$ cat src/rtl/instr_encoder_loader.sv
// instr_encoder_loader: packs symbolic LEGv8 LDUR/STUR/CBZ/B requests into machine words
// and streams them into instruction memory at sequential addresses.
module instr_encoder_loader #(
    parameter int DEPTH     = 64,
    parameter int ADDR_STEP = 4
) (
    input  logic        clk,
    input  logic        rst_n,
    input  logic        start,
    input  logic [63:0] base_addr,
    input  logic        finish,
    input  logic        in_valid,
    output logic        in_ready,
    input  logic [1:0]  in_op,
    input  logic [4:0]  in_rt,
    input  logic [4:0]  in_rn,
    input  logic [63:0] in_imm,
    output logic        mem_we,
    input  logic        mem_ready,
    output logic [63:0] mem_addr,
    output logic [31:0] mem_wdata,
    output logic [6:0]  count,
    output logic        busy,
    output logic        done,
    output logic        err_range
);
    typedef enum logic [1:0] {IDLE, RUN, DRAIN, DONE} state_t;
    localparam logic [7:0] DEPTH_W = 8'(DEPTH);
    state_t state, state_nxt;
    logic [7:0] occupied;
    logic [31:0] enc;
    logic restart, accept, drain_out, in_range, ok9, ok19, ok26;
    // a pending write already owns a slot, so it counts against DEPTH
    assign occupied  = {1'b0, count} + {7'b0, mem_we};
    assign drain_out = mem_we && mem_ready;
    assign restart   = start && (state == IDLE || state == DONE);
    assign in_ready  = (state == RUN) && (!mem_we || mem_ready) && (occupied < DEPTH_W);
    assign accept    = in_valid && in_ready;
    assign busy      = (state == RUN) || (state == DRAIN);
    assign done      = state == DONE;
    assign ok9       = in_imm[63:8]  == {56{in_imm[8]}};
    assign ok19      = in_imm[63:18] == {46{in_imm[18]}};
    assign ok26      = in_imm[63:25] == {39{in_imm[25]}};
    assign in_range  = in_op[1] ? (in_op[0] ? ok26 : ok19) : ok9;
    assign enc = in_op == 2'b11 ? {6'b000101, in_imm[25:0]} :
                 in_op == 2'b10 ? {8'hB4, in_imm[18:0], in_rt} :
                 {in_op[0] ? 11'h7C0 : 11'h7C2, in_imm[8:0], 2'b00, in_rn, in_rt};
    always_comb begin
        state_nxt = restart ? RUN :
                    (state == RUN && (finish || occupied >= DEPTH_W)) ? DRAIN :
                    (state == DRAIN && !mem_we) ? DONE : state;
    end
    always_ff @(posedge clk or negedge rst_n) begin
        if (!rst_n) begin
            state     <= IDLE;
            mem_we    <= 1'b0;
            mem_addr  <= '0;
            mem_wdata <= '0;
            count     <= '0;
            err_range <= 1'b0;
        end else begin
            state <= state_nxt;
            if (restart) begin
                mem_addr  <= base_addr;
                count     <= '0;
                err_range <= 1'b0;
            end else begin
                if (drain_out) begin
                    mem_addr <= mem_addr + 64'(ADDR_STEP);
                    count    <= count + 7'd1;
                    mem_we   <= 1'b0;
                end
                if (accept && in_range) begin
                    mem_we    <= 1'b1;
                    mem_wdata <= enc;
                end
                if (accept && !in_range) err_range <= 1'b1;
            end
        end
    end
endmodule

$ cat config.mk
export PLATFORM = sky130hd
export DESIGN_NAME = instr_encoder_loader
export DESIGN_NICKNAME = d
export VERILOG_FILES = /design/src/rtl/instr_encoder_loader.sv
export SDC_FILE = /design/constraint.sdc
export NUM_CORES = 1
export LEC_CHECK = 0
export ABC_AREA = 1
export CAP_MARGIN = 0
export CORE_UTILIZATION = 40
export DETAILED_ROUTE_END_ITERATION = 8
export HOLD_SLACK_MARGIN = 0.06
export PLACE_DENSITY_LB_ADDON = 0.25
export RECOVER_POWER = 25
export SLEW_MARGIN = 15
export SYNTH_ARGS = -nofsm -noshare
export SYNTH_HDL_FRONTEND = slang
export SYNTH_SLANG_ARGS = --single-unit
$ cat constraint.sdc
create_clock -name clk -period 2.45 [get_ports clk]
set_clock_uncertainty 0.05 [all_clocks]
set_input_delay 0.49 -clock clk [delete_from_list [all_inputs] [get_ports clk]]
set_output_delay 0.49 -clock clk [all_outputs]
set_load 0.03 [all_outputs]
**Yosys cells after proc, flatten, opt, wreduce, memory -nomap -nowiden**

Index checks and enable logic that the tools add are counted.

- Bits in latches: 0
- Output and inout bits: 108
- Bits of input ports: 146
- Register bits: 107
- RAM bits: 0
- Memories: 0
- Bits in read-only memories: 0

- Order comparisons: 2
- Bitwise operators: 1
- Div/mod/pow operators: 0
- Equality and inequality tests: 8
- Reductions and logical operators: 22
- Mux-type cells: 16
- Add/sub/neg operators: 3
- Shift-type cells: 0
- $mul: 0

Operators with widths:

| cell | number |
|---|---|
| $mux W64 | 2 |
| $add A64 B3 Y64 const B | 1 |
| $eq A55 B55 Y1 | 1 |
| $eq A45 B45 Y1 | 1 |
| $eq A38 B38 Y1 | 1 |
| $mux W32 | 1 |
| $mux W31 | 1 |
| $mux W7 | 2 |
| $logic_and A1 B1 Y1 | 9 |
| $add A7 B1 Y8 | 1 |
| $eq A2 B2 Y1 const B | 4 |
| $ge A8 B7 Y1 const B | 1 |
| $lt A8 B7 Y1 const B | 1 |
| $mux W2 | 4 |
| $add A7 B1 Y7 const B | 1 |
| $mux W1 | 6 |
| $reduce_bool A2 Y1 | 3 |
| $logic_or A1 B1 Y1 | 4 |
| $reduce_and A2 Y1 | 2 |
| $reduce_bool A3 Y1 | 1 |
| $eq A2 B1 Y1 const B | 1 |
| $logic_not A1 Y1 | 2 |
| $logic_not A2 Y1 | 1 |
| $not A1 Y1 | 1 |

**Depth between registers and ports, before layout**

- Word-level depth: 8
- Gate-level depth with buffers: 13

**Worst setup path after synthesis**

OpenSTA, ideal clock, no wires.

- Path kind: register -> register
- From: register mem_we
- To: register mem_wdata[29]
- Data required time: 2271 ps
- Buffers on the path: 1
- Stages on the path, launching flop included: 12
- Library setup time: 129 ps
- Clock period less this slack: 2040 ps
- Arrival: 1861 ps
- Path slack: 410 ps
- Path through: dfrtp_1 -> ha_1 -> ha_1 -> nand2_1 -> nand2_1 -> nand2_1 -> nand2_1 -> nor2_4 -> nand4_4 -> buf_6 -> nand2_2 -> o21ai_2

- Cells in the longest elaborated chain, start to end: 7
- Elaborated cells between the ends (all ways): 9
- Classes of those cells: 1 x add/sub; 1 x order compare; 7 x reduce/logical

Ends and longest elaborated chain:

| element | RTL line | RTL |
|---|---|---|
| start: declaration | 18 | `output logic mem_we,` |
| start signal: assignment | 56 | `mem_we <= 1'b0;` |
| start signal: assignment | 71 | `mem_we <= 1'b0;` |
| start signal: assignment | 74 | `mem_we <= 1'b1;` |
| parallel branches: the longest is 3 deep, another holds $add A7 B1 Y8 | -- |  |
| $logic_and A1 B1 Y1 * | 37 | `assign in_ready = (state == RUN) && (!mem_we \|\| mem_ready) && (occupied < DEPTH_W);` |
| $logic_and A1 B1 Y1 * | 38 | `assign accept = in_valid && in_ready;` |
| $logic_and A1 B1 Y1 * | 73 | `if (accept && in_range) begin` |
| $reduce_and A2 Y1 (no source line) * | -- |  |
| end signal: assignment | 75 | `mem_wdata <= enc;` |
| end: declaration | 21 | `output logic [31:0] mem_wdata,` |

Every way passes the cells marked *.
A chain may end at the register's enable or synchronous reset.

**Worst setup path after layout**

- From: register mem_we
- To: output in_ready

- Cells in the longest elaborated chain, start to end: 4
- Elaborated cells between the ends (all ways): 6
- Classes of those cells: 1 x add/sub; 1 x order compare; 4 x reduce/logical

Ends and longest elaborated chain:

| element | RTL line | RTL |
|---|---|---|
| parallel branches: the longest is 3 deep, another holds $add A7 B1 Y8 | -- |  |
| $logic_and A1 B1 Y1 * | 37 |  |
| end: declaration | 13 | `output logic in_ready,` |

Marks and branches as above.

==> run_results.csv <==
group,metric,value,unit
cts,cts_root_buf,"clkbuf_16",
cts,clkSlewWorstSetupHoldPaths,0.08,ns
sta,finalSetupViolCount,0,
synthesis,synth_top_area_share,34.6,%
cts,numCtsBuffers,9,
floorplan,die_width,140,µm
layout,nNetsFinal,1508,
layout,synthToLayoutAreaGrowth,42.6,%
global_route,grt_max_degree,58,
place,place.port_buffers,253,
global_route,antenna_found_initial,2,
place,place_hpwl,20600,µm
worst_setup_path,critPathLaunch,"mem_we",
cts,cts_tree,"yes",
synthesis,syn-num-nets,1246,
sta,final.setup.tns,0,ns
synthesis,yosysUniqueCellTypes,48,
floorplan,core.rowCount,50,
sta,layout_setup_ws,0.149,ns
place,pre_cts_slack,-0.0389,ns
floorplan,core_area,0.0186,mm²
worst_setup_path,endpoint,"in_ready",
outcome,status,"finished, final reports clean",
synthesis,ys_seq_area_share,34.6,%
worst_hold_path,hp-class,"in2async",
cts,clock_sinks,105,
worst_setup_path,r2r_end,"mem_addr[52]",
floorplan,initial_core_util,40.7,%
route,wl_per_cell,16.3,µm
cts,clk_latency,0.36,ns
sta,period_needed,2.30,ns
synthesis,yosys_register_bits,105,
worst_setup_path,cp_max_fo,5,
sta,fin_hold_ws,0.254,ns
floorplan,die_h,140,µm
cts,cts_buffer_depth,2,
run,maxCapViolations,0,
sta,period_share,93.9,%
synthesis,yosysTopAreaCell,"dfrtp_1",
floorplan,dieArea,0.0195,mm²
cts,holdBufCountCts,0,
global_route,grt-ovfl-total,0,
sta,slew_viol_final,0,
synthesis,synth_area,0.00759,mm²
global_route,grt_pass1_wl,41600,µm
synthesis,synthCells,1093,
sta,fmax,435,MHz
floorplan,ios,254,
place,place_congestion,0.977,
worst_setup_path,critPathCaptureType,"output pin",
route,wl,26000,µm
route,ant_nets,0,
layout,fill_cells,1765,
layout,register_area,0.00263,mm²
power,power.density,1090,mW/mm²
worst_setup_path,worstSetupPathType,"reg2out",
sta,finalHoldViolCount,0,
worst_setup_path,critPathRequiredTime,1.91,ns
worst_setup_path,r2r_setup_slack,0.27,ns
worst_setup_path,rr_startpoint,"mem_addr[2]",
sta,relSlewSlack,29.8,%
route,dr.pass1.iters,5,
sta,rsz0062_at_grt,"no",
synthesis,synth_edf_count,0,
route,via_per_inst,5.27,
synthesis,yosysMostFrequentCell,"nand2_1",
global_route,grt_pass1_vias,8179,
synthesis,synth_area_per_cell,6.95,µm²
synthesis,ys_warn_count,0,
route,vias,8412,
synthesis,synth_common_cells,"nand2_1 (276), nor2_1 (145), dfrtp_1 (105)",
route,drt_iter0_markers,581,
synthesis,synth_ff_type,"dfrtp_1",
synthesis,synthArstFlopShare,100,%
power,ir_drop,0.000570,V
worst_setup_path,cp-start-kind,"flip-flop",
worst_setup_path,worstRegToRegCells,11,
sta,tightest_slew,1.05,ns
global_route,grt.total_usage,26.9,%
worst_setup_path,worstPathArrival,1.76,ns
cts,h-tree-depth,3,
synthesis,synth.area.top_cells,"dfrtp_1 (35%), nand2_1 (14%), nor2_1 (7.2%), inv_1 (5.1%), nand3_1 (4.7%)",
layout,multi_input_area,0.00435,mm²
power,p_leak,0.00469,µW
route,drc,0,
layout,drive_gt1_share,10.4,%
==> cells by family (layout without fill, tap and decap cells) <==
group                    after synthesis  after routing  synth area share [%]
AND/OR/NAND/NOR                      618            618                  36.9
AO/OA/AOI/OAI                        171            171                  14.5
buffers and inverters                151            418                  8.18
flip-flops                           105            105                  34.6
XOR/XNOR                              41             41                  4.73
adder cells (fa/ha/maj)                7              7                  1.15
other                                  0              2                     0
==> worst min-delay path by stage <==
stage,endpoint,start,cells after the start,slack [ns]
floorplan,count[0],rst_n,0,0.14
global placement,mem_wdata[28],mem_wdata[28],2,0.40
detailed placement,mem_wdata[28],mem_wdata[28],2,0.40
CTS,mem_addr[7],rst_n,1,0.07
global route,mem_addr[7],rst_n,1,0.33
finish,mem_addr[9],rst_n,1,0.25
==> cell type report <==
class                      instances  share of cell area (%)
tap                              234                    2.70
timing repair buffer             284                    26.0
multi-input combinational        837                    40.1
sequential                       105                    24.3
clock inverter                     7                   0.647
clock buffer                       9                    2.08
inverter                         118                    4.09
antenna                            2                  0.0462
==> sequential cells by signal, indices dropped and copies added (netlist names) <==
signal / count
mem_addr: 64
mem_we: 1
count: 7
mem_wdata: 30
state: 2
err_range: 1
==> stage by stage <==
step,area [µm²],cells,utilization [%],total power (µW)
after floorplan,7590,1093,-,7420
after global placement,10500,1578,56.6,10200
after detailed placement,10500,1578,56.6,10300
after CTS,10800,1594,58.1,11800
after global routing,10800,1595,58.1,12500
final,10800,1596,58.1,11800
==> cells in the final DEF, fill, tap and decap left out, types with 21 or more instances in the layout <==
master / count
o21ai_0: 54
clkdlybuf4s50_1: 250
inv_1: 102
nand2_2: 29
buf_4: 25
nor3_1: 35
o22ai_1: 21
nand2_1: 275
nor2_1: 145
nand3_1: 71
a21oi_1: 25
nand4_1: 26
dfrtp_1: 105
o21ai_2: 25
xor2_1: 35
==> power by group <==
group | leakage (µW) | switching (µW) | internal [µW] | total, µW
Combinational | 0.00324 | 4060 | 2740 | 6800
Clock | 0.000142 | 755 | 720 | 1480
Sequential | 0.00131 | 1020 | 2500 | 3520
==> metal layers <==
layer  vias up  track usage [%]  share of wire, %
met5         -                0                 0
met4         0             8.27               2.0
met3        34             4.99               6.8
li1       4132                -                 -
met2       368             45.9                48
met1      3878             34.3                43
==> worst max-delay path: stages (launching register included) <==
cell     delay [ns]
dfrtp_1        0.44
ha_1           0.24
ha_1           0.20
nand2_1        0.07
nand2_1        0.05
nand2_1        0.09
nand2_1        0.10
inv_1          0.07
buf_4          0.15
==> timing repair <==
item                       CTS  global route
setup buffers                0             0
gates resized for setup      0             1
setup endpoints to repair    0             1
Note: power is estimated with default switching activity, not from simulation.
==> RTL edit, RTL diff (same flow settings) <==
The 4 states of `state_t` get a one-hot encoding in 4 bits.
--- a/src/rtl/instr_encoder_loader.sv
+++ b/src/rtl/instr_encoder_loader.sv
@@ -26,3 +26,3 @@
 );
-    typedef enum logic [1:0] {IDLE, RUN, DRAIN, DONE} state_t;
+    typedef enum logic [3:0] {IDLE = 4'b0001, RUN = 4'b0010, DRAIN = 4'b0100, DONE = 4'b1000} state_t;
     localparam logic [7:0] DEPTH_W = 8'(DEPTH);
Check against the original RTL: no difference found for any inputs over 4 cycles, from zero or initial values and one cycle with rst_n low; so few cycles prove little.
==> RTL edit against the unedited design <==
Count of clock-buffer cells in the layout unchanged. First-iteration DRC count rose by 8.6%. Cell area rose by 4.6%. Sequential cell count up 2. Area after synthesis grew 4.6%. Maximum frequency fell by 1.6%. Setup slack got worse by 0.038 ns. Synthesized cell count is 14% higher. Final cell count rose by 11%. Wire length up 16%. Die area grew 4.5%. Largest cell class unchanged. Highest routed layer unchanged.
Power is left out: it rests on default switching activity, and per cell area and clock period it moved more than threefold.
==> RTL edit: results (changes against the unedited design) <==
| Metric | Value |
|---|---|
| R2r setup slk | 0.25 ns (-0.02 ns) |
| Crit path DAT | 1.80 ns (+0.04 ns) |
| Synth Warn # | 0 (unchanged) |
| Top cells by count, synth | nand2_1 (366), nor2_1 (183), inv_1 (133) |
| Final net count | 1657 (+9.9%) |
| Clock Latency Late Sink | 0.36 ns (about the same) |
| Total Routed Length | 30100 µm (+16%) |
| Max incr delay on CP | 0.66 ns (+0.22 ns) |
| Largest net degree at the start of global routing | 57 (-1.7%) |
| Slew Limit Fails | 0 (unchanged) |
| Hold path endpoint | mem_wdata[13] |
| Hold wc startpoint | mem_wdata[13] |
| Share of flip-flops with an asynchronous set or reset | 1.00 (unchanged) |
| Register-to-Register Path Depth | 9 (-2) |
| Worst Hold Depth | 2 |
| CTS Buf Count | 9 (unchanged) |
| CTS max path bufs | 2 (unchanged) |
| Slew headroom | 0.532 (+0.233) |
| Initial antenna violation count | 1 (-1) |
| Layout cell share with drive strength beyond 1 | 0.0575 (-0.0469) |
| Library cells used by synthesis | 47 (-2.1%) |
| Gr usage total | 0.299 (+0.0299) |
| Final hold slack | 0.430 ns (+0.176 ns) |
| Vias in the first global route | 8928 (+9.2%) |
| First-pass GRT wire length | 47100 µm (+13%) |
| Met1 usage | 0.387 (+0.0434) |
| Status | complete, no violations |
| HP Class | reg -> reg |
| Met2 Track Usage GR | 0.493 (+0.0335) |
| Sequential element share of the synthesized area | 0.337 (-0.00881) |
| Placer Congestion | 0.965 (-1.2%) |
| Input/output buffers | 253 (unchanged) |
| Drt first pass iters | 5 (unchanged) |
| H-tree depth | 3 (unchanged) |
| DRT iter0 DRCs | 631 (+8.6%) |
| Met3 usage in global routing | 0.0573 (+0.00745) |
| Clk root buf | clkbuf_16 |
| Largest regs | mem_addr (64), mem_wdata (30), count (7) |
| Synth Instances | 1243 (+14%) |
| Crit-path slowest cell | clkdlybuf4s50_1 |
| Reg clk slew, reported paths | 0.09 ns |
| Detail Placement HPWL | 24100 µm (+17%) |
| Syn Nets | 1393 (+12%) |
| Finished Layout Cells | 1778 (+11%) |
| Crit path max fanout | 3 (-2) |
| Dominant cells by area after synthesis | dfrtp_1 (33%), nand2_1 (17%), nor2_1 (8.6%), nand3_1 (6.8%), inv_1 (6.3%) |
| DR vias | 9348 (+11%) |
| Launch point of the worst reg-to-reg path | mem_addr[5] |
| Worst r2r dst | mem_addr[39] |
RTL edit: area by class of cell:
class                           instances  area (µm²)
Tap cell                              265         332
Clock inverter                          7        86.3
Clock buffer                            9         225
Fill cell                            1895        8140
Multi-Input combinational cell        956        4550
Antenna cell                            1        2.50
Inverter                              137         517
Sequential cell                       107        2680
Timing Repair Buffer                  296        2930
RTL edit: what timing repair did:
action / in CTS / in global routing
resized for setup: 0 / 0
setup buffers: 0 / 2
setup endpoints to repair: 0 / 1
hold buffers: 1 / 0
hold endpoints to repair: 10 / 0
RTL edit: worst max-delay path by stage:
| stage | from | end |
|---|---|---|
| after floorplan | mem_we | mem_wdata[11] |
| after CTS | count[0] | in_ready |
| final | state[2] | busy |
| after detailed placement | in_imm[8] | mem_wdata[0] |
| after global routing | count[0] | in_ready |
| after global placement | in_imm[8] | mem_wdata[12] |
RTL edit: critical path: cells and delay by family, from the launching register on:
kind,cells,cell delay [ns]
buf+inv,1,0.66
flops,1,0.40
simple gates,3,0.39
RTL edit: cells by family (layout without fill, tap and decap cells):
logic type / after synthesis / after routing / share of synthesized area
and+or+nand+nor: 760 / 760 / 0.412
buffers and inverters: 180 / 449 / 0.0914
AOI/OAI and AO/OA: 164 / 164 / 0.122
DFF: 107 / 107 / 0.337
xor gates and xnor gates: 27 / 27 / 0.0298
adders and majority gates: 4 / 4 / 0.00630
muxes: 1 / 1 / 0.00126
other: 0 / 1 / 0
RTL edit: per-stage QoR:
step / cell area, µm² / util / setup WS, ns
2_1_floorplan: 7940 / - / 0.355
3_3_place_gp: 11000 / 0.565 / 0.00414
3_5_place_dp: 11000 / 0.565 / -0.0429
4_1_cts: 11300 / 0.582 / 0.102
5_1_grt: 11300 / 0.582 / 0.0314
6_report: 11300 / 0.582 / 0.110
RTL edit: per-layer routing:
layer	share of wire	wire length, µm
met2	0.47	14000
met5	0	0
met4	0.031	945
met3	0.077	2310
met1	0.43	12800
